`config.mk`:
```
export PLATFORM = sky130hd
export DESIGN_NAME = control_sequencer
export DESIGN_NICKNAME = d
export VERILOG_FILES = /design/src/rtl/control_sequencer_pkg.sv /design/src/rtl/control_sequencer_microcode_rom.sv /design/src/rtl/control_sequencer.sv
export SDC_FILE = /design/constraint.sdc
export NUM_CORES = 1
export LEC_CHECK = 0
export CORE_UTILIZATION = 46
export CTS_BUF_LIST = sky130_fd_sc_hd__clkbuf_2 sky130_fd_sc_hd__clkbuf_4 sky130_fd_sc_hd__clkbuf_8
export CTS_CLUSTER_DIAMETER = 200
export DETAILED_ROUTE_END_ITERATION = 8
export PLACE_DENSITY = 0.91
export SYNTH_ARGS = -nofsm -noshare
export SYNTH_HDL_FRONTEND = slang
export SYNTH_SLANG_ARGS = --single-unit
export TNS_END_PERCENT = 30
```
`constraint.sdc`:
```
create_clock -name clk -period 3.75 [get_ports clk]
set_input_delay 0.375 -clock clk [delete_from_list [all_inputs] [get_ports clk]]
set_output_delay 0.375 -clock clk [all_outputs]
set_load 0.05 [all_outputs]
```
`src/rtl/control_sequencer_pkg.sv`:
```
// Shared opcode, control-bit and fetch-word constants for the sequencer.
// Imported by microcode_rom and control_sequencer.
package control_sequencer_pkg;

    localparam int OPCODE_WIDTH = 4;
    localparam int CW_WIDTH     = 16;
    localparam int STEP_WIDTH   = 3;

    localparam logic [3:0] OP_NOP = 4'b0000;
    localparam logic [3:0] OP_LDA = 4'b0001;
    localparam logic [3:0] OP_ADD = 4'b0010;
    localparam logic [3:0] OP_SUB = 4'b0011;
    localparam logic [3:0] OP_STA = 4'b0100;
    localparam logic [3:0] OP_LDI = 4'b0101;
    localparam logic [3:0] OP_JMP = 4'b0110;
    localparam logic [3:0] OP_JC  = 4'b0111;
    localparam logic [3:0] OP_JZ  = 4'b1000;
    localparam logic [3:0] OP_OUT = 4'b1110;
    localparam logic [3:0] OP_HLT = 4'b1111;

    localparam int CW_HLT = 15;
    localparam int CW_MI  = 14;
    localparam int CW_RI  = 13;
    localparam int CW_RO  = 12;
    localparam int CW_IO  = 11;
    localparam int CW_II  = 10;
    localparam int CW_AI  = 9;
    localparam int CW_AO  = 8;
    localparam int CW_EO  = 7;
    localparam int CW_SU  = 6;
    localparam int CW_BI  = 5;
    localparam int CW_OI  = 4;
    localparam int CW_CE  = 3;
    localparam int CW_CO  = 2;
    localparam int CW_J   = 1;
    localparam int CW_FI  = 0;

    localparam logic [15:0] CW_FETCH0 = 16'h4004;
    localparam logic [15:0] CW_FETCH1 = 16'h1408;
    localparam logic [15:0] CW_HALTED = 16'h8000;

endpackage

```
`src/rtl/control_sequencer_microcode_rom.sv`:
```
// Combinational microcode: (opcode, step, flags) -> control word, last step.
// Ports: opcode, step, carry_flag, zero_flag in; control_word, last_step out.
module microcode_rom
    import control_sequencer_pkg::*;
(
    input  logic [3:0]  opcode,
    input  logic [2:0]  step,
    input  logic        carry_flag,
    input  logic        zero_flag,
    output logic [15:0] control_word,
    output logic [2:0]  last_step
);

    always_comb begin
        control_word = '0;
        last_step    = 3'd1;

        case (opcode)
            OP_LDA, OP_STA: last_step = 3'd3;
            OP_ADD, OP_SUB: last_step = 3'd4;
            OP_LDI, OP_JMP, OP_JC, OP_JZ,
            OP_OUT, OP_HLT: last_step = 3'd2;
            default:        last_step = 3'd1;
        endcase

        case (step)
            3'd0: control_word = CW_FETCH0;
            3'd1: control_word = CW_FETCH1;
            3'd2: begin
                case (opcode)
                    OP_LDA, OP_ADD, OP_SUB, OP_STA: begin
                        control_word[CW_IO] = 1'b1;
                        control_word[CW_MI] = 1'b1;
                    end
                    OP_LDI: begin
                        control_word[CW_IO] = 1'b1;
                        control_word[CW_AI] = 1'b1;
                    end
                    OP_JMP: begin
                        control_word[CW_IO] = 1'b1;
                        control_word[CW_J]  = 1'b1;
                    end
                    // Conditional jumps read the live flags, no latching.
                    OP_JC: begin
                        control_word[CW_IO] = carry_flag;
                        control_word[CW_J]  = carry_flag;
                    end
                    OP_JZ: begin
                        control_word[CW_IO] = zero_flag;
                        control_word[CW_J]  = zero_flag;
                    end
                    OP_OUT: begin
                        control_word[CW_AO] = 1'b1;
                        control_word[CW_OI] = 1'b1;
                    end
                    OP_HLT:  control_word[CW_HLT] = 1'b1;
                    default: control_word = '0;
                endcase
            end
            3'd3: begin
                case (opcode)
                    OP_LDA: begin
                        control_word[CW_RO] = 1'b1;
                        control_word[CW_AI] = 1'b1;
                    end
                    OP_ADD, OP_SUB: begin
                        control_word[CW_RO] = 1'b1;
                        control_word[CW_BI] = 1'b1;
                    end
                    OP_STA: begin
                        control_word[CW_AO] = 1'b1;
                        control_word[CW_RI] = 1'b1;
                    end
                    default: control_word = '0;
                endcase
            end
            3'd4: begin
                if (opcode == OP_ADD || opcode == OP_SUB) begin
                    control_word[CW_EO] = 1'b1;
                    control_word[CW_AI] = 1'b1;
                    control_word[CW_FI] = 1'b1;
                    control_word[CW_SU] = (opcode == OP_SUB);
                end
            end
            default: control_word = '0;
        endcase
    end

endmodule

```
`src/rtl/control_sequencer.sv`:
```
// Microcoded control unit: T-state counter, halt latch and output override.
// Ports: clk, clr, opcode, carry_flag, zero_flag in; control_word, step, halted out.
module control_sequencer
    import control_sequencer_pkg::*;
(
    input  logic        clk,
    input  logic        clr,
    input  logic [3:0]  opcode,
    input  logic        carry_flag,
    input  logic        zero_flag,
    output logic [15:0] control_word,
    output logic [2:0]  step,
    output logic        halted
);

    logic [2:0]  step_q, step_d;
    logic        halted_q, halted_d;
    logic [15:0] rom_cw;
    logic [2:0]  last_step;

    microcode_rom u_rom (
        .opcode       (opcode),
        .step         (step_q),
        .carry_flag   (carry_flag),
        .zero_flag    (zero_flag),
        .control_word (rom_cw),
        .last_step    (last_step)
    );

    always_comb begin
        step_d   = step_q;
        halted_d = halted_q;
        if (!halted_q) begin
            if (step_q == last_step) begin
                step_d = 3'd0;
            end else begin
                step_d = step_q + 3'd1;
            end
            if (opcode == OP_HLT && step_q == 3'd2) begin
                halted_d = 1'b1;
            end
        end
    end

    // Falling-edge state keeps control_word stable around rising edges.
    always_ff @(negedge clk or posedge clr) begin
        if (clr) begin
            step_q   <= 3'd0;
            halted_q <= 1'b0;
        end else begin
            step_q   <= step_d;
            halted_q <= halted_d;
        end
    end

    assign control_word = clr      ? 16'h0000  :
                          halted_q ? CW_HALTED : rom_cw;
    assign step   = step_q;
    assign halted = halted_q;

endmodule
```
==> results of run 1 <==
per-stage QoR:
step / setup TNS (ns) / cell area [um^2] / setup slack, ns / hold slack, ns
after global placement: -0.429 / 1310 / -0.185 / 0.504
after floorplan: -7.35 / 714 / -0.792 / 0.813
Yosys cell counts, types with 2 or more instances:
cell type	n	area (um^2)
o21ai_0	2	10.0
nor4_1	4	25.0
and2_1	3	18.8
clkbuf_1	4	15.0
nor2_1	4	15.0
nand2_1	8	30.0
nand2b_1	2	12.5
a21oi_1	3	15.0
a31oi_1	3	18.8
nand3_1	2	10.0
nor3_1	8	40.0
o21a_1	2	15.0
mux2i_1	2	20.0
buf_4	2	15.0
dfrtn_1	4	100
ha_1	5	62.6
inv_1	6	22.5
cells by family after synthesis:
group	count (synthesis)	synth area share, %
and+or+nand+nor	40	35.6
muxes	2	3.18
xor gates and xnor gates	2	2.78
buffers and inverters	14	10.9
DFF	4	15.9
AOI/OAI and AO/OA	19	21.7
adders and majority gates	5	9.94
==> impl_metrics.csv, run 1 <==
group,metric,value,unit
status,outcome,"aborted with a tool error",
status,lastStage,"detailed placement",
status,firstError,"[ERROR DPL-0038] Utilization greater than 100%, impossible to legalize",
yosys,synth_seq_area_share,15.9,%
floorplanning,start_util,53.1,%
place,gp_congestion,0.891,
yosys,syn_nets,99,
place,port_buffers,27,
yosys,ys_types,39,
floorplanning,die_w,39.0,um
floorplanning,rows,12,
yosys,syn_area,629,um^2
yosys,ys.warnings.count,0,
yosys,synth.avg_cell_area,7.32,um^2
floorplanning,num_io_pins,28,
yosys,ys_ff_latch,4,
yosys,async_reset_ff_share,100,%
yosys,ys.flop_type,"dfrtn_1",
yosys,synthCells,86,
floorplanning,die_y,39.0,um
yosys,synth_edf_count,0,
==> inputs of run 2 (changes only) <==
--- a/config.mk
+++ b/config.mk
@@ -5,11 +5,10 @@
 export SDC_FILE = /design/constraint.sdc
 export NUM_CORES = 1
 export LEC_CHECK = 0
-export CORE_UTILIZATION = 46
-export CTS_BUF_LIST = sky130_fd_sc_hd__clkbuf_2 sky130_fd_sc_hd__clkbuf_4 sky130_fd_sc_hd__clkbuf_8
-export CTS_CLUSTER_DIAMETER = 200
+export CORE_AREA = 2 2 63 65
 export DETAILED_ROUTE_END_ITERATION = 8
-export PLACE_DENSITY = 0.91
+export DIE_AREA = 0 0 65 67
+export PLACE_DENSITY_LB_ADDON = 0.15
 export SYNTH_ARGS = -nofsm -noshare
 export SYNTH_HDL_FRONTEND = slang
 export SYNTH_SLANG_ARGS = --single-unit
==> run 2 against run 1 <==
  * The flow now finishes, with violations (negative setup slack)
  * Synthesized area stayed put
  * Synthesized cell count stayed put
==> impl_metrics.csv, run 2 <==
group,metric,value,unit
status,outcome,"finished, violations left",
status,violations,"negative setup slack",
place,dp_slack,-0.250,ns
place,port_buffers,27,
layout,layoutNonFillerInstCount,181,
worst_setup_path,r2r_slack,2.00,ns
global_route,overflow,0,
worst_setup_path,cp-start-kind,"flip-flop",
flow_run,maxCapViolations,0,
worst_setup_path,crit_fanout,4,
yosys,synth_area_leaders,"dfrtn_1 16%, ha_1 9.9%, nor3_1 6.4%",
worst_setup_path,cp.arrival,3.85,ns
yosys,ys.warnings.count,0,
layout,nets,148,
layout,fin_util,40.8,%
power,ir_drop,0.208,mV
routing,initialDrtViolationCount,18,
yosys,ys_types,39,
yosys,syn_nets,99,
global_route,grt_pass1_vias,802,
sta,worstMarginPinSlew,0.440,ns
layout,syn_to_final_growth,134,%
global_route,grt_max_degree,17,
sta,finalSetupViolations,15,
floorplanning,start_util,17.5,%
routing,vias_per_cell,4.48,
yosys,synth.avg_cell_area,7.32,um^2
layout,final_cell_area,1470,um^2
worst_setup_path,crit_path_start,"step[1]$_DFFE_NP0N_",
sta,tns,-3.15,ns
power,power_leakage,0.585,nW
global_route,antenna_found_initial,0,
cts,clock_latency,0.24,ns
worst_setup_path,end_kind,"primary output",
place,gp_congestion,0.747,
worst_setup_path,worstSetupPathType,"reg2out",
cts,cts_tree,"done",
global_route,grt_pass1_wl,3960,um
cts,clk_pin_slew,0.03,ns
cts,cts_root_buf,"clkbuf_8",
floorplanning,rows,22,
routing,postRouteWirelength,2340,um
floorplanning,num_io_pins,28,
routing,vias,810,
worst_setup_path,crit_path_end,"control_word[9]",
yosys,ys.flop_type,"dfrtn_1",
worst_setup_path,reg2reg_to,"step[1]$_DFFE_NP0N_",
worst_setup_path,r2r-start,"step[1]$_DFFE_NP0N_",
yosys,async_reset_ff_share,100,%
floorplanning,die_y,67,um
routing,ant_nets,0,
yosys,syn_area,629,um^2
min_path,worstHoldPathType,"reg2reg",
cts,clockBufferDepth,2,
cts,h-tree-depth,1,
sta,fin_skew,0.000312,ns
sta,postLayoutSetupSlackWorst,-0.478,ns
cts,cts_sinks,4,
yosys,synth_top_area_cell,"dfrtn_1",
yosys,yosys-top-cells-count,"8 x nand2_1, 8 x nor3_1, 6 x inv_1",
power,power_density,627,nW/um^2
place,dp_hpwl,1970,um
layout,diodes,0,
cts,holdBufCountCts,0,
place,dp.cells,175,
sta,hold_viol,0,
layout,layout_commonest_cell,"buf_4",
routing,drc,0,
cts,numCtsBuffers,3,
sta,max_slew_margin,70.5,%
layout,largest_reg_flops,3,
layout,mostFrequentLayoutCells,"25 x buf_4, 19 x buf_12, 7 x clkdlybuf4s50_1",
sta,drv_slew,0,
yosys,ys_ff_latch,4,
routing,firstDrtPassIters,3,
yosys,synthDominantCellAreaShare,15.9,%
yosys,synth_seq_area_share,15.9,%
floorplanning,die_area,4360,um^2
worst_setup_path,crit_required,3.38,ns
routing,wire_per_inst,12.9,um
place,placed_cell_area,1350,um^2
layout,drive_above_1_share,53.4,%
global_route,grt_usage,11.8,%
worst_setup_path,ff2ff_path_depth,7,
floorplanning,die_w,65,um
floorplanning,fp.coreArea,3610,um^2
sta,rsz0062_at_grt,"yes",
yosys,synth_edf_count,0,
yosys,synthCells,86,
-- run 2: cells by family after synthesis --
kind of cell,after synthesis,synth area share (%)
simple gates,40,35.6
xor+xnor,2,2.78
buf+inv,14,10.9
flops,4,15.9
mux,2,3.18
compound gates,19,21.7
fa+ha+maj,5,9.94
-- run 2: layer usage --
layer	track usage [%]	vias up	routed length, um
met2	22.3	18	1290
li1	-	408	-
met4	0	0	0
met1	13.8	384	949
met3	3.72	0	99
met5	0	-	0
-- run 2: how the worst min path moves through the flow --
| stage | startpoint | endpoint | slack [ns] | depth (start not counted) |
|---|---|---|---|---|
| 6_report | step[1]$_DFFE_NP0N_ | step[1]$_DFFE_NP0N_ | 0.70 | 3 |
| 5_1_grt | step[1]$_DFFE_NP0N_ | step[1]$_DFFE_NP0N_ | 0.76 | 3 |
| 4_1_cts | halted$_DFF_NP0_ | step[2]$_DFFE_NP0N_ | 0.72 | 3 |
| 3_5_place_dp | halted$_DFF_NP0_ | step[2]$_DFFE_NP0N_ | 0.69 | 3 |
| 3_3_place_gp | step[1]$_DFFE_NP0N_ | step[1]$_DFFE_NP0N_ | 0.68 | 3 |
| 2_1_floorplan | clr | control_word[0] | 0.81 | 1 |
-- run 2: area by class of cell --
cell class,count,area (um^2)
Inverter,6,22.5
Multi-Input combinational cell,68,598
Timing Repair Buffer,52,649
Sequential cell,4,100
Fill cell,353,2130
Clock buffer,3,41.3
Tap cell,48,60.1
-- run 2: critical path, cell delays in order, from the launching register on --
cell and delay, ns:
dfrtn_1 0.45, ha_2 0.20, nor2b_4 0.16, mux2i_1 0.08
or4_4 0.43, a211oi_4 0.25, buf_12 0.17
-- run 2: what timing repair did --
| action | in CTS | in global routing |
|---|---|---|
| buffers inserted | 3 | 0 |
| resized for setup | 11 | 2 |
| endpoints found under the hold margin | 0 | 0 |
| pin swaps | 5 | 0 |
| setup endpoints to repair | 16 | 16 |
-- run 2: stage by stage --
step / power (mW) / hold WS (ns)
after global routing: 0.984 / 0.755
after global placement: 0.777 / 0.679
after CTS: 0.933 / 0.716
final: 0.922 / 0.704
after detailed placement: 0.787 / 0.695
after floorplan: 0.447 / 0.813
-- run 2: where the power goes --
| part | switching (mW) | total [mW] | internal, mW |
|---|---|---|---|
| logic | 0.393 | 0.747 | 0.354 |
| clock network | 0.0205 | 0.0888 | 0.0683 |
| registers | 0.0180 | 0.0856 | 0.0676 |
| total | 0.432 | 0.922 | 0.490 |
Note: power is estimated with default switching activity, not from simulation.
